## config.mk

```make
export PLATFORM = sky130hd
export DESIGN_NAME = zbus_dma_target_flat
export DESIGN_NICKNAME = d
export VERILOG_FILES = /design/src/rtl/zbus_dma_target_if.sv /design/src/rtl/zbus_dma_target.sv /design/src/flat_wrapper.sv
export SDC_FILE = /design/constraint.sdc
export NUM_CORES = 1
export LEC_CHECK = 0
export BUFFER_PORTS_ARGS = -buffer_cell sky130_fd_sc_hd__buf_4
export CAP_MARGIN = 20
export CORE_MARGIN = 2
export CORE_UTILIZATION = 50
export CTS_BUF_LIST = sky130_fd_sc_hd__clkbuf_8
export DETAILED_ROUTE_END_ITERATION = 10
export PLACE_DENSITY = 0.86
export SLEW_MARGIN = 25
export SYNTH_ARGS = -nofsm -noshare
export SYNTH_HDL_FRONTEND = slang
export SYNTH_SLANG_ARGS = --single-unit
```

## constraint.sdc

```tcl
create_clock -name CLKCPU -period 1.68 [get_ports CLKCPU]
set_clock_uncertainty 0.15 [all_clocks]
set_input_delay 0.252 -clock CLKCPU [delete_from_list [all_inputs] [get_ports CLKCPU]]
set_output_delay 0.252 -clock CLKCPU [all_outputs]
set_load 0.005 [all_outputs]
```

## src/rtl/zbus_dma_target_if.sv

```systemverilog
// zbus_dma_target_if: 68000-side bus pins and local memory request port
// of the external-master DMA target, bundled for one connection.
// The slave modport is the target's view, the master modport is the
// driver of the Amiga bus and local memory controller.
interface zbus_dma_target_if;
  // Amiga 68000 bus inputs (strobes active low, asynchronous)
  logic        AS;
  logic        UDS;
  logic        LDS;
  logic        RW;
  logic [23:1] A;
  logic        BGACK;
  // Local memory controller
  logic        MEM_ACK;
  logic        MEM_REQ;
  logic        MEM_RW;
  logic [1:0]  MEM_BE;
  logic [23:1] MEM_ADDR;
  // Bus response
  logic        DATA_OE;
  logic        DTACK_O;
  logic        DTACK_OE;
  logic        BERR_N;

  modport slave (
    input  AS, UDS, LDS, RW, A, BGACK, MEM_ACK,
    output MEM_REQ, MEM_RW, MEM_BE, MEM_ADDR, DATA_OE, DTACK_O, DTACK_OE, BERR_N
  );

  modport master (
    output AS, UDS, LDS, RW, A, BGACK, MEM_ACK,
    input  MEM_REQ, MEM_RW, MEM_BE, MEM_ADDR, DATA_OE, DTACK_O, DTACK_OE, BERR_N
  );
endinterface

```

## src/rtl/zbus_dma_target.sv

```systemverilog
// zbus_dma_target: responds to an external Amiga bus master (holding BGACK)
// that accesses accelerator-local memory. Strobes are synchronized, the
// address window is decoded, a req/ack handshake runs towards the local
// memory controller and DTACK is driven back onto the 68000 bus.
//
// Handshake: MEM_REQ rises on the first REQ cycle with MEM_ADDR/MEM_RW/MEM_BE
// already valid and stays high (fields stable) until the cycle in which
// MEM_ACK is sampled high; MEM_ACK is a one-cycle pulse and is ignored
// whenever no request is outstanding.
//
// Optional feature: define DMA_TIMEOUT_BERR_EN to add a request timeout that
// answers with BERR instead of DTACK; without it BERR_N is tied high and a
// request waits for MEM_ACK indefinitely.
module zbus_dma_target #(
  parameter logic [7:0] BASE_ADDR   = 8'h08,
  parameter logic [7:0] BASE_MASK   = 8'hF8,
  parameter int         SYNC_STAGES = 2,
  parameter int         TIMEOUT_CYC = 255
) (
  input  logic             CLKCPU,
  input  logic             RESET,
  zbus_dma_target_if.slave bus,
  output logic [2:0]       o_dbg_state
);

  typedef enum logic [2:0] {
    S_IDLE    = 3'd0,
    S_REQ     = 3'd1,
    S_ABORT   = 3'd2,
    S_ACK     = 3'd3,
    S_RELEASE = 3'd4,
    S_BERR    = 3'd5
  } state_t;

  state_t r_state;
  state_t w_state_nxt;

  // Synchronizer chain, bit order {AS, UDS, LDS, RW, BGACK}; all idle high.
  logic [4:0] r_sync [SYNC_STAGES];

  logic w_as_s;
  logic w_uds_s;
  logic w_lds_s;
  logic w_rw_s;
  logic w_bgack_s;
  logic w_hit;
  logic w_latch;

  logic        r_mem_req;
  logic        r_mem_rw;
  logic [1:0]  r_mem_be;
  logic [23:1] r_mem_addr;
  logic        r_data_oe;
  logic        r_dtack_o;
  logic        r_dtack_oe;

  logic w_mem_req_nxt;
  logic w_data_oe_nxt;
  logic w_dtack_o_nxt;
  logic w_dtack_oe_nxt;

`ifdef DMA_TIMEOUT_BERR_EN
  localparam logic [7:0] TMO_LAST = 8'(TIMEOUT_CYC - 1);
  logic [7:0] r_tmo_cnt;
  logic       r_berr_n;
  logic       w_berr_n_nxt;
`endif

  // Bring the asynchronous bus strobes into the CLKCPU domain.
  always_ff @(posedge CLKCPU) begin
    if (RESET) begin
      for (int i = 0; i < SYNC_STAGES; i++) begin
        r_sync[i] <= 5'b11111;
      end
    end else begin
      r_sync[0] <= {bus.AS, bus.UDS, bus.LDS, bus.RW, bus.BGACK};
      for (int i = 1; i < SYNC_STAGES; i++) begin
        r_sync[i] <= r_sync[i-1];
      end
    end
  end

  assign w_as_s    = r_sync[SYNC_STAGES-1][4];
  assign w_uds_s   = r_sync[SYNC_STAGES-1][3];
  assign w_lds_s   = r_sync[SYNC_STAGES-1][2];
  assign w_rw_s    = r_sync[SYNC_STAGES-1][1];
  assign w_bgack_s = r_sync[SYNC_STAGES-1][0];

  // The address is stable while AS is low, so it is decoded unsynchronized.
  assign w_hit = (((bus.A[23:16] ^ BASE_ADDR) & BASE_MASK) == 8'h00);

  // Next-state decode, then the registered output values of that next state.
  always_comb begin
    w_state_nxt = r_state;
    w_latch     = 1'b0;
    unique case (r_state)
      S_IDLE: begin
        // Writes wait here until the late data strobe arrives.
        if (!w_as_s && !w_bgack_s && w_hit && (!w_uds_s || !w_lds_s)) begin
          w_state_nxt = S_REQ;
          w_latch     = 1'b1;
        end
      end
      S_REQ: begin
        // An ack coinciding with AS rising still completes with DTACK.
        if (bus.MEM_ACK) begin
          w_state_nxt = S_ACK;
        end else if (w_as_s) begin
          w_state_nxt = S_ABORT;
        end
`ifdef DMA_TIMEOUT_BERR_EN
        else if (r_tmo_cnt == TMO_LAST) begin
          w_state_nxt = S_BERR;
        end
`endif
      end
      S_ABORT: begin
        // Memory must still finish the access before the bus is reused.
        if (bus.MEM_ACK) begin
          w_state_nxt = S_IDLE;
        end
      end
      S_ACK: begin
        if (w_as_s) begin
          w_state_nxt = S_RELEASE;
        end
      end
      S_RELEASE: begin
        // One cycle of active pull-up; a new AS is only looked at from IDLE.
        w_state_nxt = S_IDLE;
      end
      S_BERR: begin
        if (w_as_s) begin
          w_state_nxt = S_IDLE;
        end
      end
      default: begin
        w_state_nxt = S_IDLE;
      end
    endcase

    w_mem_req_nxt  = 1'b0;
    w_data_oe_nxt  = 1'b0;
    w_dtack_o_nxt  = 1'b1;
    w_dtack_oe_nxt = 1'b0;
`ifdef DMA_TIMEOUT_BERR_EN
    w_berr_n_nxt   = 1'b1;
`endif
    case (w_state_nxt)
      S_REQ: begin
        w_mem_req_nxt = 1'b1;
        w_data_oe_nxt = w_latch ? w_rw_s : r_mem_rw;
      end
      S_ABORT: begin
        w_mem_req_nxt = 1'b1;
      end
      S_ACK: begin
        w_data_oe_nxt  = r_mem_rw;
        w_dtack_o_nxt  = 1'b0;
        w_dtack_oe_nxt = 1'b1;
      end
      S_RELEASE: begin
        w_dtack_oe_nxt = 1'b1;
      end
`ifdef DMA_TIMEOUT_BERR_EN
      S_BERR: begin
        w_berr_n_nxt = 1'b0;
      end
`endif
      default: begin
      end
    endcase
  end

  // State register and registered bus/memory outputs.
  always_ff @(posedge CLKCPU) begin
    if (RESET) begin
      r_state    <= S_IDLE;
      r_mem_req  <= 1'b0;
      r_mem_rw   <= 1'b1;
      r_mem_be   <= 2'b00;
      r_mem_addr <= '0;
      r_data_oe  <= 1'b0;
      r_dtack_o  <= 1'b1;
      r_dtack_oe <= 1'b0;
    end else begin
      r_state    <= w_state_nxt;
      r_mem_req  <= w_mem_req_nxt;
      r_data_oe  <= w_data_oe_nxt;
      r_dtack_o  <= w_dtack_o_nxt;
      r_dtack_oe <= w_dtack_oe_nxt;
      if (w_latch) begin
        r_mem_addr <= bus.A;
        r_mem_rw   <= w_rw_s;
        r_mem_be   <= {~w_uds_s, ~w_lds_s};
      end
    end
  end

`ifdef DMA_TIMEOUT_BERR_EN
  // Count REQ cycles from entry; the state decode compares against the limit.
  always_ff @(posedge CLKCPU) begin
    if (RESET) begin
      r_tmo_cnt <= 8'd0;
      r_berr_n  <= 1'b1;
    end else begin
      r_berr_n <= w_berr_n_nxt;
      if (w_latch) begin
        r_tmo_cnt <= 8'd0;
      end else if (r_state == S_REQ) begin
        r_tmo_cnt <= r_tmo_cnt + 8'd1;
      end
    end
  end

  assign bus.BERR_N = r_berr_n;
`else
  assign bus.BERR_N = 1'b1;
`endif

  assign bus.MEM_REQ  = r_mem_req;
  assign bus.MEM_RW   = r_mem_rw;
  assign bus.MEM_BE   = r_mem_be;
  assign bus.MEM_ADDR = r_mem_addr;
  assign bus.DATA_OE  = r_data_oe;
  assign bus.DTACK_O  = r_dtack_o;
  assign bus.DTACK_OE = r_dtack_oe;
  assign o_dbg_state  = r_state;

endmodule

```

## src/flat_wrapper.sv

```systemverilog
// flat-port wrapper written by rule: the top's interface ports become plain ports
module zbus_dma_target_flat 
#(
  parameter logic [7:0] BASE_ADDR   = 8'h08,
  parameter logic [7:0] BASE_MASK   = 8'hF8,
  parameter int         SYNC_STAGES = 2,
  parameter int         TIMEOUT_CYC = 255
)
  (CLKCPU, RESET, o_dbg_state, bus_AS, bus_UDS, bus_LDS, bus_RW, bus_A, bus_BGACK, bus_MEM_ACK, bus_MEM_REQ, bus_MEM_RW, bus_MEM_BE, bus_MEM_ADDR, bus_DATA_OE, bus_DTACK_O, bus_DTACK_OE, bus_BERR_N);
  zbus_dma_target_if bus_i ();
  input  logic CLKCPU;
  input  logic RESET;
  output logic [2:0] o_dbg_state;
  input wire logic [$bits(bus_i.AS)-1:0] bus_AS;
  input wire logic [$bits(bus_i.UDS)-1:0] bus_UDS;
  input wire logic [$bits(bus_i.LDS)-1:0] bus_LDS;
  input wire logic [$bits(bus_i.RW)-1:0] bus_RW;
  input wire logic [$bits(bus_i.A)-1:0] bus_A;
  input wire logic [$bits(bus_i.BGACK)-1:0] bus_BGACK;
  input wire logic [$bits(bus_i.MEM_ACK)-1:0] bus_MEM_ACK;
  output wire logic [$bits(bus_i.MEM_REQ)-1:0] bus_MEM_REQ;
  output wire logic [$bits(bus_i.MEM_RW)-1:0] bus_MEM_RW;
  output wire logic [$bits(bus_i.MEM_BE)-1:0] bus_MEM_BE;
  output wire logic [$bits(bus_i.MEM_ADDR)-1:0] bus_MEM_ADDR;
  output wire logic [$bits(bus_i.DATA_OE)-1:0] bus_DATA_OE;
  output wire logic [$bits(bus_i.DTACK_O)-1:0] bus_DTACK_O;
  output wire logic [$bits(bus_i.DTACK_OE)-1:0] bus_DTACK_OE;
  output wire logic [$bits(bus_i.BERR_N)-1:0] bus_BERR_N;
  assign bus_i.AS = bus_AS;
  assign bus_i.UDS = bus_UDS;
  assign bus_i.LDS = bus_LDS;
  assign bus_i.RW = bus_RW;
  assign bus_i.A = bus_A;
  assign bus_i.BGACK = bus_BGACK;
  assign bus_i.MEM_ACK = bus_MEM_ACK;
  assign bus_MEM_REQ = bus_i.MEM_REQ;
  assign bus_MEM_RW = bus_i.MEM_RW;
  assign bus_MEM_BE = bus_i.MEM_BE;
  assign bus_MEM_ADDR = bus_i.MEM_ADDR;
  assign bus_DATA_OE = bus_i.DATA_OE;
  assign bus_DTACK_O = bus_i.DTACK_O;
  assign bus_DTACK_OE = bus_i.DTACK_OE;
  assign bus_BERR_N = bus_i.BERR_N;
  zbus_dma_target #(.BASE_ADDR(BASE_ADDR), .BASE_MASK(BASE_MASK), .SYNC_STAGES(SYNC_STAGES), .TIMEOUT_CYC(TIMEOUT_CYC)) u_core (.CLKCPU(CLKCPU), .RESET(RESET), .bus(bus_i), .o_dbg_state(o_dbg_state));
endmodule
```

==> results of run 1 <==
-- path summary, 6_finish.rpt --
| path | slack [ns] | end |
|---|---|---|
| min reg2reg | 0.26 | u_core.r_sync[0][8] |
| min | 0.05 | u_core.bus.MEM_ADDR[13] |
| max reg2reg | 0.05 | u_core.bus.DATA_OE |
| max | 0.05 | u_core.bus.DATA_OE |
-- area by class of cell --
cell class	count	share of cell area
clock inverter	1	0.001652
clock buffer	5	0.03029
tap	44	0.02423
timing repair buffer	73	0.2539
inverter	3	0.004956
multi-input combinational	107	0.3062
sequential	43	0.3789
-- flip-flops by register name, summed over array words and instances, names as in the netlist --
signal and cells:
u_core.bus.DTACK_O 1, u_core.bus.DATA_OE 1, u_core.bus.MEM_ADDR 23, u_core.bus.DTACK_OE 1, u_core.o_dbg_state 3, u_core.bus.MEM_BE 2, u_core.bus.MEM_REQ 1, u_core.bus.MEM_RW 1
u_core.r_sync 10
-- repair_timing --
action,in CTS,in global routing
gates resized for setup,0,1
hold buffers,5,0
endpoints found under the hold margin,5,0
setup endpoints to repair,0,2
-- where the power goes --
group | internal [mW] | switching, mW | leakage [nW]
registers | 1.03 | 0.00430 | 0.349
logic | 0.0660 | 0.0435 | 0.557
clock network | 0.271 | 0.307 | 0.0413
total | 1.37 | 0.355 | 0.947
-- through the flow --
stage          hold WS, ns  power, mW  std cells
2_1_floorplan       0.1814      1.092        163
3_3_place_gp        0.2407      1.156        265
3_5_place_dp        0.2466      1.157        265
4_1_cts            0.04287      1.738        276
5_1_grt            0.04570      1.782        276
6_report           0.05272      1.721        276
-- logic make-up after synthesis --
group,after synthesis
other,1
DFF,43
AOI/OAI and AO/OA,32
and+or+nand+nor,74
buffers and inverters,13
-- metal layers --
metal / track usage / up-vias / wire length [um]
li1: - / 673 / -
met1: 0.2408 / 601 / 1494
met2: 0.3161 / 51 / 1652
met3: 0.05672 / 5 / 234
met4: 0.1094 / 0 / 40
met5: 0 / - / 0
-- cell usage after synthesis (3+ instances only) --
cell type  count  area (um^2)
dfxtp_1       43        860.8
inv_1          3        11.26
or2_2         10        62.56
a21oi_2       18        157.7
o21ai_0        3        15.01
nand2_2       18        112.6
nand2_1       21        78.83
clkbuf_1       4        15.01
and2_1         4        25.02
nor2_1         8        30.03
-- worst max-delay path, cell delays in order (launching register included) --
cell and delay (ns):
dfxtp_1 0.37, or3_1 0.40, o2111ai_1 0.23, a21boi_1 0.27
o32ai_2 0.09
==> run summary, run 1 <==
Die Y: 61.48 um
RePlAce Congestion: 0.7852
Post-synth net total: 194
Unique masters post-synth: 37
H-tree lvl count: 2
Ports: 65
Avg Synthesized Cell Area: 10.13 um^2
Mapped Cells: 163
Post-Route Setup TNS: 0 ns
Synth Register Bits: 43
Worst slack at placement: 0.01424 ns
Kind of end point of the critical path: flip-flop
GRT Total Usage: 0.1981
Lkg Pwr: 0.9467 nW
Worst setup margin: 0.05344 ns
Initial Util: 0.5323
Placed inst area: 0.002146 mm^2
FP Rows: 20
Vias in the first global route: 1,210
Core ar.: 0.003103 mm^2
Sequential-to-total area share from yosys stat: 0.5212
CTS buffer count: 5
Cell count of the worst reg-to-reg path: 4
Clk sinks: 43
Filler cells: 259
MaxCap Viol Count: 0
Mean number of vias per cell: 4.819
Vias: 1,330
1st-iter DRT viols: 71
Total Routed Length: 3422 um
Diodes inserted: 0
Cell Area, Synth: 0.001652 mm^2
Adder-cell share of the synthesized area: 0
Critical path class: flip-flop to flip-flop
Start point of the worst min-delay path: bus_A[12]
Layout cells sized above 1: 0.5431
Largest net degree at the start of global routing: 23
Post-synth ARST share: 0
Synth Area in XOR/XNOR: 0
Hold Path Depth: 3
Final Cycle Share: 0.9682
TritonCTS clock tree: yes
Nets: 264
Pre-antenna DRT Iters: 5
Congestion Overflow GR: 0
PortBufs: 63
Pwr/cell area: 757.6 mW/mm^2
Critical path startpoint: u_core.o_dbg_state[1]
Root Buffer: clkbuf_8
Mux share of post-synthesis cell area: 0
Synth Area in Compound Gates: 0.1667
Finish-stage setup viols: 0
Clock-pin slew on the worst setup and hold paths: 0.07 ns
FMAX: 0.6148 GHz
CP arrival: 1.65 ns
DRC errors left: 0
Final Max Tran Viols: 0
Register area: 860.8 um^2
Post-layout util: 0.7323
# Post-CTS Setup Buffers: 0
Ys Warns: 0
Final hold vios: 0
Detail Route Antenna Nets: 0
Avg WL per Cell: 12.40 um
Initial antenna violation count: 0
Synth Flop Type: dfxtp_1
Status: finished clean
Unrepaired setup endpoints after global routing: no
Syn-to-layout area delta: 37.58%
Period minus WS final: 1.627 ns
WP data required: 1.70 ns
Worst-case clock buffer depth: 2
Most frequent cells in the layout: buf_4, dfxtp_1, nand2_1, nand2_2, a21oi_2
Fin area: 0.002272 mm^2
Worst r2r src: u_core.o_dbg_state[1]
Area of the multi-input gates: 695.7 um^2
Hpwl dp: 2376 um
Simple-Gate Fraction of Synth Area: 0.2523
Hold crit path type: input pin to flip-flop
Die area: 0.003779 mm^2
Worst VDD drop: 663.8 uV
Global-route wire length before repair: 5244 um
Crit path launch type: flip-flop
CP max FO: 8
Worst skew pair latency: 0.29 ns
Combinational family with the most area after synthesis: simple AND/OR/NAND/NOR gates
Post-synth EDFFs: 0
Commonest non-fill, non-tap cell in the layout: buf_4
Die X: 61.48 um
No activity file was read; power rests on OpenSTA's default activity.
==> run 2, diff against run 1 <==
--- a/config.mk
+++ b/config.mk
@@ -8,10 +8,9 @@
 export BUFFER_PORTS_ARGS = -buffer_cell sky130_fd_sc_hd__buf_4
 export CAP_MARGIN = 20
 export CORE_MARGIN = 2
-export CORE_UTILIZATION = 50
-export CTS_BUF_LIST = sky130_fd_sc_hd__clkbuf_8
+export CORE_UTILIZATION = 47
 export DETAILED_ROUTE_END_ITERATION = 10
-export PLACE_DENSITY = 0.86
+export PLACE_DENSITY = 0.82
 export SLEW_MARGIN = 25
 export SYNTH_ARGS = -nofsm -noshare
 export SYNTH_HDL_FRONTEND = slang
==> run 2 against run 1 <==
Against the previous run: final cell count grew 8.3%; first-iteration DRC count shrank 2.8%; global-route usage grew 0.21 points; sequential power is essentially flat; critical path type unchanged; combinational power grew 28%; routed wire length grew 6.2%; largest cell class unchanged; critical endpoint unchanged; die area grew 6.0%; power grew 14%; cell area grew 9.6%.
==> run summary, run 2 (synthesis results as in run 1) <==
Status: finished clean
Detail Route Antenna Nets: 0
PortBufs: 63
Post-Route Setup TNS: 0 ns
Sw Share: 0.1912
Comb power frac: 0.072
Max reg flops: 23
MaxCap Viol Count: 0
FP Rows: 21
RePlAce Congestion: 0.7632
Largest net degree at the start of global routing: 41
Vias: 1,408
Final Max Tran Viols: 0
Critical path class: flip-flop to flip-flop
Vias in the first global route: 1,396
1st-iter DRT viols: 69
Unrepaired setup endpoints after global routing: no
Total Routed Length: 3634 um
TritonCTS clock tree: yes
Critical path startpoint: u_core.o_dbg_state[1]
Initial Util: 0.4911
Clk sinks: 43
CTS buffer count: 5
Syn-to-layout area delta: 50.76%
Non-Filler Instances: 299
Post-layout util: 0.7403
Root Buffer: clkbuf_4
Die Y: 63.28 um
Worst skew pair latency: 0.35 ns
Slew headroom: 0.6657
DRC errors left: 0
Clk network pwr share: 0.401
Commonest non-fill, non-tap cell in the layout: buf_4
Diodes inserted: 0
Least-Margin Pin Slew: 0.5014 ns
Worst VDD drop: 619.1 uV
CP arrival: 1.67 ns
Most frequent cells in the layout: buf_4, dfxtp_1, dlygate4sd3_1, nand2_1
Clock-pin slew on the worst setup and hold paths: 0.12 ns
Placed insts: 268
Die X: 63.28 um
Worst setup margin: 0.09919 ns
Pwr/cell area: 787.9 mW/mm^2
Crit path launch type: flip-flop
Power, Total: 1.962 mW
Start point of the worst min-delay path: RESET
H-tree lvl count: 2
Mean number of vias per cell: 4.709
GRT Total Usage: 0.2002
Die area: 0.004004 mm^2
Worst-case clock buffer depth: 2
Congestion Overflow GR: 0
FMAX: 0.6326 GHz
# Post-CTS Setup Buffers: 0
Layout cells sized above 1: 0.5138
Core ar.: 0.003363 mm^2
Nets: 283
Global-route wire length before repair: 6196 um
Worst r2r src: u_core.o_dbg_state[1]
Avg WL per Cell: 12.15 um
Final Cycle Share: 0.9410
Internal power: 1.587 mW
Final hold vios: 0
Hold crit path type: input pin to flip-flop
Sequential share of power: 0.527
Lkg Pwr: 1.037 nW
Hpwl dp: 2344 um
Finish-stage setup viols: 0
Kind of end point of the critical path: flip-flop
WP data required: 1.77 ns
Ports: 65
Pre-antenna DRT Iters: 3
Worst slack at placement: 0.02841 ns
Initial antenna violation count: 0
CP max FO: 8
Net switching power: 0.3752 mW
Period minus WS final: 1.581 ns
-- run 2: changes by cell type in the layout (fill, tap and decap cells not counted), moves of 2 or more --
cell / previous run / this run
dlygate4sd3_1: 5 / 23
clkbuf_8: 5 / 0
bufinv_16: 0 / 2
clkbuf_4: 0 / 5
buf_4: 66 / 68
-- run 2: path summary, 6_finish.rpt --
check / endpoint / slack (ns) / cells after the start
max: u_core.bus.DATA_OE / 0.1 / 4
min reg2reg: u_core.r_sync[0][8] / 0.28 / 1
max reg2reg: u_core.bus.DATA_OE / 0.1 / 4
min: u_core.bus.MEM_ADDR[19] / 0.19 / 2
-- run 2: power groups by stage --
stage / registers [mW] / logic [mW] / clock network, mW
2_1_floorplan: 1.06 / 0.0357 / 0
5_1_grt: 1.04 / 0.152 / 0.866
3_3_place_gp: 1.06 / 0.0970 / 0
3_5_place_dp: 1.06 / 0.0971 / 0
4_1_cts: 1.03 / 0.140 / 0.799
6_report: 1.03 / 0.141 / 0.786
-- run 2: cell type report --
cell class / instances / area [um^2]
fill: 242 / 873.3
sequential: 43 / 860.8
timing repair buffer: 92 / 760.7
multi-input combinational: 107 / 698.2
clock inverter: 2 / 60.06
tap: 46 / 57.56
clock buffer: 6 / 41.29
inverter: 3 / 11.26
-- run 2: layer usage --
metal,track usage,vias up,part of all wire,wire length (um)
met1,0.2291,639,0.42,1540
met2,0.3471,42,0.50,1800
met5,0,-,0,0
met3,0.06607,7,0.067,243
li1,-,720,-,-
met4,0.07337,0,0.014,51
-- run 2: critical path: stages (launching register included) --
cell and delay, ns:
dfxtp_1 0.38, or3_1 0.40, o2111ai_1 0.21, a21boi_1 0.25, o32ai_2 0.09
-- run 2: repair_timing --
| action | 4_1_cts | 5_1_grt |
|---|---|---|
| endpoints found under the setup margin | 0 | 18 |
| hold buffers | 23 | 0 |
| resized for setup | 0 | 2 |
| hold endpoints to repair | 23 | 0 |
-- run 2: stage by stage --
step                      cell area [um^2]  hold WS [ns]
after detailed placement              2156        0.2454
final                                 2490        0.1922
after CTS                             2487        0.1892
after global routing                  2490        0.1710
after global placement                2156        0.2415
after floorplan                       1652        0.1814
